[config.mk]
export PLATFORM = sky130hd
export DESIGN_NAME = uart_mmio_ctrl
export DESIGN_NICKNAME = d
export VERILOG_FILES = /design/src/rtl/uart_mmio_pkg.sv /design/src/rtl/uart_mmio_ctrl_fifo.sv /design/src/rtl/uart_mmio_ctrl.sv
export SDC_FILE = /design/constraint.sdc
export NUM_CORES = 1
export LEC_CHECK = 0
export CORE_ASPECT_RATIO = 2
export CORE_UTILIZATION = 48
export CTS_CLUSTER_DIAMETER = 200
export DETAILED_ROUTE_END_ITERATION = 7
export PLACE_DENSITY_LB_ADDON = 0.3
export RECOVER_POWER = 50
export SYNTH_ARGS = -nofsm -noshare
export SYNTH_HDL_FRONTEND = slang
export SYNTH_SLANG_ARGS = --single-unit
export TNS_END_PERCENT = 20
[constraint.sdc]
create_clock -name clk -period 3.4 [get_ports clk]
set_clock_uncertainty 0.15 [all_clocks]
set_input_delay 0.34 -clock clk [delete_from_list [all_inputs] [get_ports clk]]
set_output_delay 0.34 -clock clk [all_outputs]
set_load 0.01 [all_outputs]
[src/rtl/uart_mmio_pkg.sv]
// Shared definitions for the UART / performance-counter MMIO block:
// register word offsets (addr[4:2]), ERR bit positions and the default I/O region.
package uart_mmio_pkg;

    localparam logic [2:0] REG_TX_STAT = 3'd0;
    localparam logic [2:0] REG_RX_STAT = 3'd1;
    localparam logic [2:0] REG_RX_DATA = 3'd2;
    localparam logic [2:0] REG_TX_DATA = 3'd3;
    localparam logic [2:0] REG_CYCLE   = 3'd4;
    localparam logic [2:0] REG_INSTR   = 3'd5;
    localparam logic [2:0] REG_CNT_RST = 3'd6;
    localparam logic [2:0] REG_ERR     = 3'd7;

    localparam int unsigned ERR_TX_OVF = 0;
    localparam int unsigned ERR_RX_OVR = 1;

    localparam logic [3:0] IO_BASE_NIBBLE = 4'h8;

endpackage

[src/rtl/uart_mmio_ctrl_fifo.sv]
// Show-ahead synchronous FIFO; push and pop in the same cycle are legal when full or empty.
module sync_fifo #(
    parameter int unsigned WIDTH = 8,
    parameter int unsigned DEPTH = 8,
    localparam int unsigned AW   = $clog2(DEPTH),
    localparam int unsigned CW   = AW + 1
) (
    input  logic             clk,
    input  logic             rst_n,
    input  logic             push,
    input  logic [WIDTH-1:0] din,
    input  logic             pop,
    output logic [WIDTH-1:0] dout,
    output logic             full,
    output logic             empty,
    output logic [CW-1:0]    count
);

    logic [WIDTH-1:0] mem_q [DEPTH];
    logic [AW-1:0]    wr_ptr_q, wr_ptr_d;
    logic [AW-1:0]    rd_ptr_q, rd_ptr_d;
    logic [CW-1:0]    count_q, count_d;
    logic             do_push, do_pop;

    always_comb begin
        do_pop   = pop && !empty;
        // A pop in the same cycle frees the slot, so a push at full still lands.
        do_push  = push && (!full || do_pop);
        wr_ptr_d = wr_ptr_q + AW'(do_push);
        rd_ptr_d = rd_ptr_q + AW'(do_pop);
        count_d  = count_q + CW'(do_push) - CW'(do_pop);
    end

    always_ff @(posedge clk) begin
        if (!rst_n) begin
            wr_ptr_q <= '0;
            rd_ptr_q <= '0;
            count_q  <= '0;
        end else begin
            wr_ptr_q <= wr_ptr_d;
            rd_ptr_q <= rd_ptr_d;
            count_q  <= count_d;
        end
    end

    always_ff @(posedge clk) begin
        if (do_push) begin
            mem_q[wr_ptr_q] <= din;
        end
    end

    assign dout  = mem_q[rd_ptr_q];
    assign full  = (count_q == CW'(DEPTH));
    assign empty = (count_q == '0);
    assign count = count_q;

endmodule

[src/rtl/uart_mmio_ctrl.sv]
// MMIO decode for the UART TX/RX FIFOs, cycle/instruction counters and sticky errors.
// Load data is registered so it arrives in W alongside synchronous memory reads.
module uart_mmio_ctrl
    import uart_mmio_pkg::*;
#(
    parameter int unsigned TX_DEPTH    = 8,
    parameter int unsigned RX_DEPTH    = 8,
    parameter int unsigned CNT_W       = 32,
    parameter logic [3:0]  BASE_NIBBLE = IO_BASE_NIBBLE
) (
    input  logic        clk,
    input  logic        rst_n,
    input  logic [31:0] addr,
    input  logic [31:0] wr_data,
    input  logic        load_en,
    input  logic        store_en,
    input  logic        instr_retire,
    output logic [31:0] rd_data,
    output logic        rd_hit,
    output logic [7:0]  tx_data,
    output logic        tx_valid,
    input  logic        tx_ready,
    input  logic [7:0]  rx_data,
    input  logic        rx_valid,
    output logic        rx_ready
);

    localparam int unsigned TX_CW = $clog2(TX_DEPTH) + 1;
    localparam int unsigned RX_CW = $clog2(RX_DEPTH) + 1;

    logic             hit, ld_hit, st_hit, cnt_rst;
    logic [2:0]       reg_sel;
    logic             tx_push, tx_pop, tx_full, tx_empty;
    logic [TX_CW-1:0] tx_count;
    logic             rx_pop, rx_full, rx_empty;
    logic [RX_CW-1:0] rx_count;
    logic [7:0]       rx_head;
    logic [1:0]       err_set;
    logic [31:0]      rd_val;

    logic [CNT_W-1:0] cycle_q, cycle_d;
    logic [CNT_W-1:0] instr_q, instr_d;
    logic [1:0]       err_q, err_d;
    logic [31:0]      rd_data_q, rd_data_d;
    logic             rd_hit_q, rd_hit_d;

    logic             unused_bits;
    assign unused_bits = ^{addr[27:5], addr[1:0], wr_data[31:8]};

    sync_fifo #(.WIDTH(8), .DEPTH(TX_DEPTH)) u_tx_fifo (
        .clk   (clk),
        .rst_n (rst_n),
        .push  (tx_push),
        .din   (wr_data[7:0]),
        .pop   (tx_pop),
        .dout  (tx_data),
        .full  (tx_full),
        .empty (tx_empty),
        .count (tx_count)
    );

    sync_fifo #(.WIDTH(8), .DEPTH(RX_DEPTH)) u_rx_fifo (
        .clk   (clk),
        .rst_n (rst_n),
        .push  (rx_valid),
        .din   (rx_data),
        .pop   (rx_pop),
        .dout  (rx_head),
        .full  (rx_full),
        .empty (rx_empty),
        .count (rx_count)
    );

    always_comb begin
        hit     = (addr[31:28] == BASE_NIBBLE);
        reg_sel = addr[4:2];
        ld_hit  = load_en && hit;
        st_hit  = store_en && hit;
        cnt_rst = st_hit && (reg_sel == REG_CNT_RST);
        tx_pop  = tx_valid && tx_ready;
        tx_push = st_hit && (reg_sel == REG_TX_DATA);
        rx_pop  = ld_hit && (reg_sel == REG_RX_DATA);

        err_set             = '0;
        err_set[ERR_TX_OVF] = tx_push && tx_full && !tx_pop;
        err_set[ERR_RX_OVR] = rx_valid && rx_full && !rx_pop;

        case (reg_sel)
            REG_TX_STAT: rd_val = {16'h0, 8'(tx_count), 7'h0, !tx_full};
            REG_RX_STAT: rd_val = {16'h0, 8'(rx_count), 7'h0, !rx_empty};
            REG_RX_DATA: rd_val = rx_empty ? '0 : {24'h0, rx_head};
            REG_CYCLE:   rd_val = 32'(cycle_q);
            REG_INSTR:   rd_val = 32'(instr_q);
            REG_ERR:     rd_val = {30'h0, err_q};
            default:     rd_val = '0;
        endcase

        // Clear-on-read applies to the old flags only; fresh errors this cycle persist.
        err_d     = ((ld_hit && (reg_sel == REG_ERR)) ? 2'b00 : err_q) | err_set;
        cycle_d   = cnt_rst ? '0 : cycle_q + CNT_W'(1);
        instr_d   = cnt_rst ? '0 : instr_q + CNT_W'(instr_retire);
        rd_hit_d  = ld_hit;
        rd_data_d = ld_hit ? rd_val : rd_data_q;
    end

    always_ff @(posedge clk) begin
        if (!rst_n) begin
            cycle_q   <= '0;
            instr_q   <= '0;
            err_q     <= '0;
            rd_data_q <= '0;
            rd_hit_q  <= 1'b0;
        end else begin
            cycle_q   <= cycle_d;
            instr_q   <= instr_d;
            err_q     <= err_d;
            rd_data_q <= rd_data_d;
            rd_hit_q  <= rd_hit_d;
        end
    end

    assign rd_data  = rd_data_q;
    assign rd_hit   = rd_hit_q;
    assign tx_valid = rst_n && !tx_empty;
    assign rx_ready = rst_n;

endmodule

Yosys cells after proc, flatten, opt, wreduce, memory -nomap -nowiden
Memory sizes are Yosys's and may differ from the RTL's. A register that Yosys moved wholly into a read port is not among the register bits.
Index checks and enable logic that the tools add are counted.

cells by class
  equal/unequal tests = 10
  bitwise operators = 2
  mux-type cells = 9
  reduce and logical (&&, ||, !) cells = 28
  $add $sub $neg = 10

operators by type and width
  operator                                       number
  one-hot mux 32 bit (6 select lines)            1
  adder 32 x 1 -> 32 bit                         1
  adder 32 x 1 -> 32 bit, second input constant  1
  logical AND 1 bit                              16
  adder 3 x 1 -> 3 bit                           4
  == test 3 bit, second input constant           4
  == test 4 bit, second input constant           3
  adder 4 x 1 -> 4 bit                           2
  zero test 4 bit                                2
  2-to-1 mux 8 bit                               1
  subtractor 4 x 1 -> 4 bit                      2
  == test 3 x 2 -> 1 bit, second input constant  2
  zero test 1 bit                                6
  2-to-1 mux 3 bit                               2
  2-to-1 mux 1 bit                               4
  == test 3 x 1 -> 1 bit, second input constant  1
  zero test 3 bit                                1
  logical OR 1 bit                               2
  2-to-1 mux 2 bit                               1
  bitwise OR 2 bit                               1
  OR reduction 2 bit                             1
  NOT 1 bit                                      1

storage, ports and cells
  bits in writable memories = 128
  register bits = 119
  memories = 2
  output and inout bits = 43

memory list
  memory           depth  bits a word  read ports  clocked after Yosys merged registers in  write ports  line                       source
  u_rx_fifo.mem_q  8      8            1           1                                        1            uart_mmio_ctrl_fifo.sv:19  logic [WIDTH-1:0] mem_q [DEPTH];
  u_tx_fifo.mem_q  8      8            1           1                                        1            uart_mmio_ctrl_fifo.sv:19

Longest topological paths before layout
Gate-level depths: netlist of run 1.

  depth after elaboration = 9
  depth in mapped cells = 11
  mapped depth without buffers = 11

Hierarchy
Synthesis of run 1 repeated with hierarchy kept, for this count alone.

second synthesis, totals
  cell total of the unflattened synthesis = 893
  area total of the unflattened synthesis = 11228.3 sq um

modules (own cells, without submodules)
  module          area each (sq um)  cells each  times used
  sync_fifo       3078.0             156         2
  uart_mmio_ctrl  5072.4             581         1

Least setup slack after synthesis of run 1
OpenSTA, ideal clock, no wires.

  path kind = input to register
  from = in addr[29]
  to = mem u_rx_fifo.mem_q[1][0], enable pin
  arrival = 2403 ps
  stages on the path = 5
  buffers on the path = 1
  required time = 2867 ps
  path slack = 464 ps
  cells stage by stage = or4b_2 > clkbuf_1 > nor4b_4 > o211ai_1 > nor3_1

on the way
  word-level cells in the longest chain between the ends = 8

ends and longest elaborated chain
  what                                    line                       source
  start, declared                         uart_mmio_ctrl.sv:13       input logic [31:0] addr,
  == test 4 bit                           uart_mmio_ctrl.sv:75       hit = (addr[31:28] == BASE_NIBBLE);
  logical AND 1 bit                       uart_mmio_ctrl.sv:77       ld_hit = load_en && hit;
  logical AND 1 bit                       uart_mmio_ctrl.sv:82       rx_pop = ld_hit && (reg_sel == REG_RX_DATA);
  logical AND 1 bit                       uart_mmio_ctrl_fifo.sv:26  do_pop = pop && !empty;
  logical OR 1 bit                        uart_mmio_ctrl_fifo.sv:28  do_push = push && (!full || do_pop);
  logical AND 1 bit                       uart_mmio_ctrl_fifo.sv:28
  2-to-1 mux 1 bit                        uart_mmio_ctrl_fifo.sv:47  if (do_push) begin
  2-to-1 mux 1 bit (not written as such)  uart_mmio_ctrl_fifo.sv:48  mem_q[wr_ptr_q] <= din;
  end, declared                           uart_mmio_ctrl_fifo.sv:19

No other way between the ends.

Worst setup path after layout of run 1
  from = in addr[29]
  to = reg rd_data_q[14], in the netlist rd_data[14]

on the way
  word-level cells in the longest chain between the ends = 2

ends and longest elaborated chain
  what                  line                   source
  == test 4 bit         uart_mmio_ctrl.sv:75
  logical AND 1 bit     uart_mmio_ctrl.sv:77
  end signal, assigned  uart_mmio_ctrl.sv:117  rd_data_q <= rd_data_d;
  end, declared         uart_mmio_ctrl.sv:44   logic [31:0] rd_data_q, rd_data_d;

No other way between the ends.
A chain may end at the register's enable or synchronous reset.

==> run summary, run 1 <==
The share of cell area taken by muxes after synthesis is 0.112, and the count of buffers inserted at the top-level ports is 72. Max-capacitance violation count: 0. By area, the combinational part of the netlist is dominated by simple AND/OR/NAND/NOR gates. For this design, the sink count on the clock tree is 247.

The tools report the violation count after the first detailed-route iteration as 262. The required time reported for the critical path endpoint was 3.69 ns; the standby leakage power was 4.19 nW. The critical path capture point type was a flip-flop. In this design, the largest share of critical-path delay is due to buffers and inverters. The number of failing hold endpoints at the final stage is 0. Counting every net in the synthesized netlist gives 997. The floorplan has 77 rows.

The run gives 0 as the count of warnings emitted by yosys. Number of I/O pins: 122. The largest individual stage delay along the critical path comes from the cell sky130_fd_sc_hd__or3_1. Final hold analysis gives a worst-case slack of 0.149 ns.

The period utilization works out to 0.897. The highest fanout seen on the critical path is 47. Buffers inserted to repair hold after CTS numbered 0.

For the combinational power share, the log shows 0.103. The tools report the count of final max-slew check failures as 0. The logs give 0.00483 W for the internal power and 3 for the number of buffers on the longest clock path. Together, buffers and inverters on the worst path number 3.

The flow ran to the end, and the final reports show no timing, DRC or antenna violations. The share of synthesized registers carrying an async set or reset works out to 0. The run gives 23.8 mm as the routed wire length. At the end of the flow, the number of nets in the layout was 1074.

The remaining antenna violation count after routing is 0. The fraction of final layout cells with drive strength greater than 1 is 0.126, and the aggregate negative setup slack is 0 ns. The tools report the number of H-tree levels as 1. Fraction of power consumed by the clock network: 0.375.

For the worst-case headroom to the max-slew limit, the log shows 0.167. The worst hold path class was in -> reg. Gates resized during post-CTS repair numbered 0.

The main flop type after synthesis is sky130_fd_sc_hd__edfxtp_1. After layout, the worst setup slack is 0.350 ns. Setup violations remaining at the end of the flow were counted as 0. The clock reaches the later pin of the worst-skew pair after 0.51 ns. The post-detailed-route wirelength per cell works out to 18.8 um. Traced cell by cell, the critical path runs through dlygate4sd3_1 > nor4b_1 > clkbuf_1 > nand2_1 > clkbuf_2 > or3_1 > a21oi_1. VDD sags by at most 0.501 mV. For the cell total after placement, the log shows 1227. The via count of the first global-routing pass is 7332, and the post-CTS repair timing setup buffer count is 0. Using the TritonRoute via totals, the vias-per-cell ratio works out to 5.78. Counting distinct cell types in the post-synthesis netlist gives 59. The number of instances in the synthesized netlist is 897.

The category of the critical setup timing path was in -> reg. The tools report the critical path startpoint category as an input port. STA puts the critical path data arrival time at 3.34 ns. The average cell area after synthesis works out to 12.1 um^2.

Summed over all nets, the switching power comes to 0.00145 W. After clock tree synthesis, the clock-pin slew on the worst setup and hold paths is 0.07 ns. The tools report the via count as 7314. Detailed placement finished with a half-perimeter wire length of 17.0 mm. The fraction of synthesized cell area in xor and xnor cells works out to 0.0251. The synthesized-area fraction occupied by ao, oa, aoi and oai cells is 0.0811, and the shortest period the worst path allows is 3.05 ns. At the end of routability-driven placement, the weighted congestion stood at 0.810. Setup repair after global routing left no endpoint under its margin. The die width is 108 um, and the post-synthesis adder-cell area fraction is 0.0256. The post-route total power was 0.00628 W; the overall routing resource usage was 0.210. The cell area after synthesis was 0.0108 mm^2. The number of antenna violations at the first check in global routing was 0; the number of enable-type register cells in the synthesized netlist was 128.

The clock tree root driver cell is sky130_fd_sc_hd__clkbuf_16. For the detailed-routing iteration count for the pre-antenna-repair pass, the log shows 5. The floorplan step defined a die boundary enclosing 0.0232 mm^2. The logs give 0.522 for the fraction of power consumed by sequential logic and 21 for the number of buffers inserted during clock tree synthesis. In this run the power density over the cells is 500 mW/mm^2. The portion of the post-synthesis area used by sequential elements was 0.575; the total congestion overflow after global routing was 0. The initial cell density of the core is 0.489. The tools report the worst setup slack before clock tree synthesis as 0.122 ns. TritonCTS built the clock tree. The logs give 60 for the pin count of the biggest net entering global routing and 328 MHz for the highest clock rate. The core region area is 0.0222 mm^2, and the total DRC errors in the routed layout is 0. The number of diodes added for antenna fixing is 0, and the post-synthesis share of cell area spent on and, or, nand and nor gates is 0.151. For the pin with the worst max-slew slack, the measured transition is 1.25 ns. For the count of placed standard cells in the final layout, fillers left out, the log shows 1265. Synthesis inferred 247 register bits.

The die is 214 um tall. The first global-routing pass estimated 37.5 mm of wire. Relative to the synthesized area, the layout overhead comes to 16.0%. The net switching share of the total power works out to 0.231. The largest single stage delay on the critical path is 0.59 ns.
==> area by class of cell <==
class                      instances  area (um^2)
inverter                          25         93.8
timing repair buffer             105          951
multi-input combinational        574         4270
tap                              276          345
fill                            1876         9600
sequential                       247         6230
clock inverter                    15          136
clock buffer                      23          533
==> registers in the layout, indices dropped and copies added (netlist names) <==
signal,count
u_rx_fifo.mem_q,64
u_tx_fifo.mem_q,64
cycle_q,32
instr_q,32
rd_data,32
u_rx_fifo.count,4
u_tx_fifo.count,4
u_rx_fifo.rd_ptr_q,3
u_rx_fifo.wr_ptr_q,3
u_tx_fifo.rd_ptr_q,3
u_tx_fifo.wr_ptr_q,3
err_q,2
rd_hit,1
==> kinds of logic after synthesis <==
group | count (synthesis)
muxes | 77
buffers and inverters | 76
and+or+nand+nor | 299
adders and majority gates | 21
xor gates and xnor gates | 31
AOI/OAI and AO/OA | 146
DFF | 247
==> path summary, 6_finish.rpt <==
kind	cells past startpoint	end	start	slack, ns
max	7	rd_data[14]$_SDFFE_PN0N_	addr[29]	0.35
min	5	rd_data[0]$_SDFFE_PN0N_	addr[2]	0.15
max reg2reg	4	cycle_q[28]$_SDFF_PP0_	cycle_q[8]$_SDFF_PP0_	0.76
min reg2reg	2	rd_data[30]$_SDFFE_PN0N_	rd_data[30]$_SDFFE_PN0N_	0.30
==> power groups by stage <==
stage / clock, W / sequential [W] / combinational (W)
2_1_floorplan: 0 / 0.00332 / 0.000450
3_3_place_gp: 0 / 0.00334 / 0.000644
3_5_place_dp: 0 / 0.00334 / 0.000657
4_1_cts: 0.00241 / 0.00327 / 0.000661
5_1_grt: 0.00252 / 0.00328 / 0.000716
6_report: 0.00236 / 0.00328 / 0.000645
==> cell usage after synthesis, types with 2 or more instances <==
master	instances	area, um^2
sky130_fd_sc_hd__buf_2	5	25.0
sky130_fd_sc_hd__nor3_1	9	45.0
sky130_fd_sc_hd__o31ai_1	33	248
sky130_fd_sc_hd__nand3b_1	2	15.0
sky130_fd_sc_hd__fa_1	2	40.0
sky130_fd_sc_hd__o21ai_0	18	90.1
sky130_fd_sc_hd__and4_1	8	70.1
sky130_fd_sc_hd__buf_4	2	15.0
sky130_fd_sc_hd__nand2_1	69	259
sky130_fd_sc_hd__buf_1	7	26.3
sky130_fd_sc_hd__a22o_1	2	17.5
sky130_fd_sc_hd__inv_1	24	90.1
sky130_fd_sc_hd__nor4_1	4	25.0
sky130_fd_sc_hd__nand3_1	29	145
sky130_fd_sc_hd__nor2_1	58	218
sky130_fd_sc_hd__edfxtp_1	128	3840
sky130_fd_sc_hd__dfxtp_1	119	2380
sky130_fd_sc_hd__or4_1	31	233
sky130_fd_sc_hd__or2_2	2	12.5
sky130_fd_sc_hd__or3_1	26	163
sky130_fd_sc_hd__o21a_1	6	45.0
sky130_fd_sc_hd__clkbuf_8	2	27.5
sky130_fd_sc_hd__nor2b_1	2	12.5
sky130_fd_sc_hd__a31oi_1	3	18.8
sky130_fd_sc_hd__or4b_2	2	20.0
sky130_fd_sc_hd__o211ai_1	3	22.5
sky130_fd_sc_hd__mux2_2	12	135
sky130_fd_sc_hd__a21o_1	2	15.0
sky130_fd_sc_hd__xnor2_1	16	140
sky130_fd_sc_hd__mux2i_1	31	310
sky130_fd_sc_hd__a22oi_1	5	37.5
sky130_fd_sc_hd__and2_1	14	87.6
sky130_fd_sc_hd__ha_1	19	238
sky130_fd_sc_hd__nand2b_1	8	50.1
sky130_fd_sc_hd__clkbuf_1	33	124
sky130_fd_sc_hd__a21oi_1	70	350
sky130_fd_sc_hd__xor2_1	15	131
sky130_fd_sc_hd__or3_2	3	22.5
sky130_fd_sc_hd__nand4b_1	2	17.5
sky130_fd_sc_hd__nor3b_1	3	22.5
sky130_fd_sc_hd__and3_1	4	25.0
sky130_fd_sc_hd__nand4_1	15	93.8
sky130_fd_sc_hd__mux4_2	33	743
==> cell usage in the layout, fill, tap and decap left out, types with 18 or more instances in the layout <==
master,netlist,layout
sky130_fd_sc_hd__a21oi_1,70,70
sky130_fd_sc_hd__buf_4,2,29
sky130_fd_sc_hd__clkbuf_16,0,21
sky130_fd_sc_hd__clkdlybuf4s50_1,0,20
sky130_fd_sc_hd__dfxtp_1,119,119
sky130_fd_sc_hd__dlygate4sd3_1,0,51
sky130_fd_sc_hd__edfxtp_1,128,128
sky130_fd_sc_hd__ha_1,19,19
sky130_fd_sc_hd__inv_1,24,24
sky130_fd_sc_hd__mux2i_1,31,31
sky130_fd_sc_hd__mux4_2,33,33
sky130_fd_sc_hd__nand2_1,69,68
sky130_fd_sc_hd__nand3_1,29,29
sky130_fd_sc_hd__nor2_1,58,58
sky130_fd_sc_hd__o21ai_0,18,18
sky130_fd_sc_hd__o31ai_1,33,33
sky130_fd_sc_hd__or3_1,26,26
sky130_fd_sc_hd__or4_1,31,31
==> routing by layer <==
metal  vias to the layer above  track usage  share of wire
li1                       3525            -              -
met1                      3585        0.212           0.36
met2                       157        0.417           0.57
met3                        47       0.0264          0.037
met4                         0       0.0772          0.032
met5                         -            0              0
==> stage by stage <==
stage / util / instance area [um^2]
after CTS: 0.568 / 12600
after floorplan: - / 10800
after detailed placement: 0.538 / 11900
after global routing: 0.567 / 12600
final: 0.567 / 12600
after global placement: 0.538 / 11900
==> tightest hold or removal path, cell delays in order <==
cell and delay, ns:
sky130_fd_sc_hd__buf_2 0.10, sky130_fd_sc_hd__nor3b_1 0.05, sky130_fd_sc_hd__buf_4 0.14, sky130_fd_sc_hd__nand4b_1 0.08, sky130_fd_sc_hd__a31oi_1 0.07
No activity file was read; power rests on OpenSTA's default activity.
==> run 2, diff against run 1 <==
--- a/config.mk
+++ b/config.mk
@@ -9,7 +9,7 @@
 export CORE_UTILIZATION = 48
 export CTS_CLUSTER_DIAMETER = 200
 export DETAILED_ROUTE_END_ITERATION = 7
-export PLACE_DENSITY_LB_ADDON = 0.3
+export PLACE_DENSITY = 0.78
 export RECOVER_POWER = 50
 export SYNTH_ARGS = -nofsm -noshare
 export SYNTH_HDL_FRONTEND = slang
==> run 2 against run 1 <==
Register-to-register slack gained 0.08 ns. Worst setup slack improved by 0.026 ns. Non-clock buffer count shrank 2. Combinational power is 1% lower. Clock-buffer cell count rose by 3. Design area increased by 0.67%. Sequential power barely moved. Sequential share of layout area is 0.33 points lower. Fmax increased by 0.84%. Critical endpoint is now tx_data[4]. Largest cell class unchanged. Largest power group unchanged.
==> run summary, run 2 (synthesized netlist as in run 1, its figures left out) <==
The net switching share of the total power was 0.226 (-0.00457). The tools report the standby leakage power as 4.23 nW (+1.0%). The run gives 7584 (+3.4%) as the via count of the first global-routing pass.

The total die area is 0.0232 mm^2 (unchanged). The top cell types in the final layout, fill and taps aside, are 128 x sky130_fd_sc_hd__edfxtp_1, 119 x sky130_fd_sc_hd__dfxtp_1, 70 x sky130_fd_sc_hd__a21oi_1, 68 x sky130_fd_sc_hd__nand2_1, 58 x sky130_fd_sc_hd__nor2_1. The worst hold path belongs to the class in -> reg. The tools report the number of H-tree levels as 1 (unchanged). The combinational power share was 0.098 (-0.005); the number of antenna violations at the first check in global routing was 0 (unchanged). The tools report the number of hold buffers added after cts as 0 (unchanged).

The total DRC errors in the routed layout was 0 (unchanged); the worst-case headroom to the max-slew limit was 0.181 (+0.0135). The logs give 3 (unchanged) for the number of buffers on the longest clock path and 0.400 (+0.025) for the fraction of power consumed by the clock network. The tools report the remaining antenna violation count after routing as 0 (unchanged). The detailed-routing iteration count for the pre-antenna-repair pass was 5 (unchanged).

The later-pin clock latency in the skew report is 0.51 ns (about the same), and the cell area power density is 516 mW/mm^2 (+3.3%). The number of setup violations in the final report came out at 0 (unchanged). The core region area was 0.0222 mm^2 (unchanged). The number of I/O pins was 122 (unchanged); the count of cells resized by post-cts repair was 0 (unchanged). The combined flip-flop and latch cell area is 0.00623 mm^2 (unchanged). Critical path's largest stage delay: 0.54 ns (-0.05 ns). For the fill cell total of the finished layout, the log shows 1773 (-5.5%). The tools report the multi-input gate area in the final layout as 0.00427 mm^2 (unchanged). The slew at the pin closest to its max-slew limit is 1.23 ns (-0.0203 ns), and the post-CTS repair timing setup buffer count is 0 (unchanged).

The hold path depth came out at 5 (unchanged). TritonCTS built the clock tree. The period utilization was 0.890 (-0.00751). The shortest period the worst path allows works out to 3.02 ns (-0.0255 ns).

The tools report the end of the worst register-to-register path as cycle_q[28]$_SDFF_PP0_. The fraction of final layout cells with drive strength greater than 1 works out to 0.126 (-0.000128). The clock tree root driver cell is sky130_fd_sc_hd__clkbuf_16. The cell area reported after detailed placement was 0.0119 mm^2 (-0.23%). The library cell used most frequently in the layout, excluding fill and tap cells, is sky130_fd_sc_hd__edfxtp_1. Post-route total power: 0.00653 W (+4.0%). The highest fanout seen on the critical path was 16 (-66%); the wire length of the first global-routing pass was 37.8 mm (+0.72%).

The run gives 0.799 (-1.3%) as the routability congestion estimate from global placement. The run gives 16.2 mm (-5.0%) as the placed wire-length estimate. The largest registers in the layout are u_rx_fifo.mem_q (64), u_tx_fifo.mem_q (64).

Startpoint of the most critical hold path: addr[2]. The run gives 0 (unchanged) as the max-capacitance violation count. The post-detailed-route wirelength per cell is 18.1 um (-3.5%).

The run gives 1074 (unchanged) as the final-stage net count. The flow ran to the end, and the final reports show no timing, DRC or antenna violations. The fraction of power consumed by sequential logic is 0.502 (-0.020).

The slowest stage cell on the critical path is sky130_fd_sc_hd__mux4_2. The floorplan row count was 77 (unchanged). The run gives 331 MHz (+0.84%) as the highest clock rate. Die width: 108 um (unchanged). The post-CTS clock slew at the launch and capture registers of the worst setup and hold paths is 0.07 ns (about the same). The tools report the net switching power figure as 0.00148 W (+2.0%). The cell count of the worst reg-to-reg path works out to 4 (unchanged). The critical path is of the reg -> out type.

Relative to the synthesized area, the layout overhead comes to 16.7%. For the design area, the log shows 0.0126 mm^2 (+0.67%). The tools report the total congestion overflow after global routing as 0 (unchanged). Routed via count divided by cell count: 5.84 (+1.0%).

The number of clock sinks seen by CTS is 247 (unchanged). The post-route worst setup slack was 0.376 ns (+0.0255 ns). The violation count after the first detailed-route iteration came out at 373 (+42%). The largest voltage drop on the vdd net was 0.442 mV (-12%); the number of buffers inserted during clock tree synthesis was 23 (+9.5%). The critical path arrival is 2.53 ns (-0.81 ns), and the number of failing hold endpoints at the final stage is 0 (unchanged).

The count of buffers inserted at the top-level ports works out to 72 (unchanged). The run gives 0.84 ns (+0.08 ns) as the setup slack of the most critical reg-to-reg path. STA classifies the critical path endpoint as an output port. In this run the critical register-to-register path is launched from cycle_q[8]$_SDFF_PP0_. Setup repair after global routing left no endpoint under its margin. The run gives 0 ns (unchanged) as the aggregate negative setup slack. The tools report the end point of the most critical hold path as rd_data[0]$_SDFFE_PN0N_. The via count is 7399 (+1.2%), and the internal power is 0.00505 W (+4.6%). The vertical die dimension works out to 214 um (unchanged). The signal on the critical path passes through buf_4 > mux4_2 > mux2_2 > clkdlybuf4s50_1. The run gives 23.0 mm (-3.4%) as the routed wire length. The overall routing resource usage was 0.207 (-0.00248). The tools report the critical path startpoint category as a flip-flop. The logs give 0.176 ns (+0.0542 ns) for the worst setup slack before clock tree synthesis and 2.91 ns (-0.78 ns) for the required time reported for the critical path endpoint. The count of final max-slew check failures is 0 (unchanged), and the pin count of the biggest net entering global routing is 60 (unchanged). Initial cell density of the core: 0.489 (unchanged).
-- run 2: how the worst max path moves through the flow --
stage,to,depth (start not counted),start
3_5_place_dp,u_rx_fifo.count[2]$_SDFF_PN0_,10,addr[29]
6_report,tx_data[4],4,u_tx_fifo.rd_ptr_q[0]$_SDFF_PN0_
5_1_grt,rd_data[14]$_SDFFE_PN0N_,7,addr[29]
2_1_floorplan,u_rx_fifo.mem_q[1][0]$_DFFE_PP_,5,addr[29]
4_1_cts,tx_data[4],4,u_tx_fifo.rd_ptr_q[0]$_SDFF_PN0_
3_3_place_gp,u_rx_fifo.count[2]$_SDFF_PN0_,10,addr[29]
-- run 2: layer usage --
metal / wire [um] / track usage
met3: 1060 / 0.0301
met2: 12600 / 0.382
met1: 8510 / 0.231
met4: 777 / 0.0872
met5: 0 / 0
-- run 2: final cells by class --
type / instances / share of cell area
Antenna cell: 1 / 0.000198
Clock buffer: 26 / 0.0480
Clock inverter: 15 / 0.0129
Inverter: 25 / 0.00742
Multi-Input combinational cell: 574 / 0.338
Sequential cell: 247 / 0.493
Tap cell: 276 / 0.0273
Timing Repair Buffer: 103 / 0.0737
-- run 2: critical path: cells and delay by family (launching register included) --
kind     cells  cell delay, ns
buf+inv      2            0.81
flops        1            0.37
mux          2            0.84
-- run 2: per-stage QoR --
stage	std cells	hold WS, ns	util
after global placement	1225	0.290	0.537
final	1267	0.154	0.570
after floorplan	897	0.288	-
after CTS	1266	0.138	0.571
after detailed placement	1225	0.295	0.537
after global routing	1266	0.186	0.570
-- run 2: power by group through the flow --
stage	clock, W	combinational (W)	sequential, W
after floorplan	0	0.000450	0.00332
after global placement	0	0.000632	0.00334
after detailed placement	0	0.000649	0.00335
after CTS	0.00265	0.000652	0.00328
after global routing	0.00277	0.000706	0.00329
final	0.00261	0.000638	0.00328
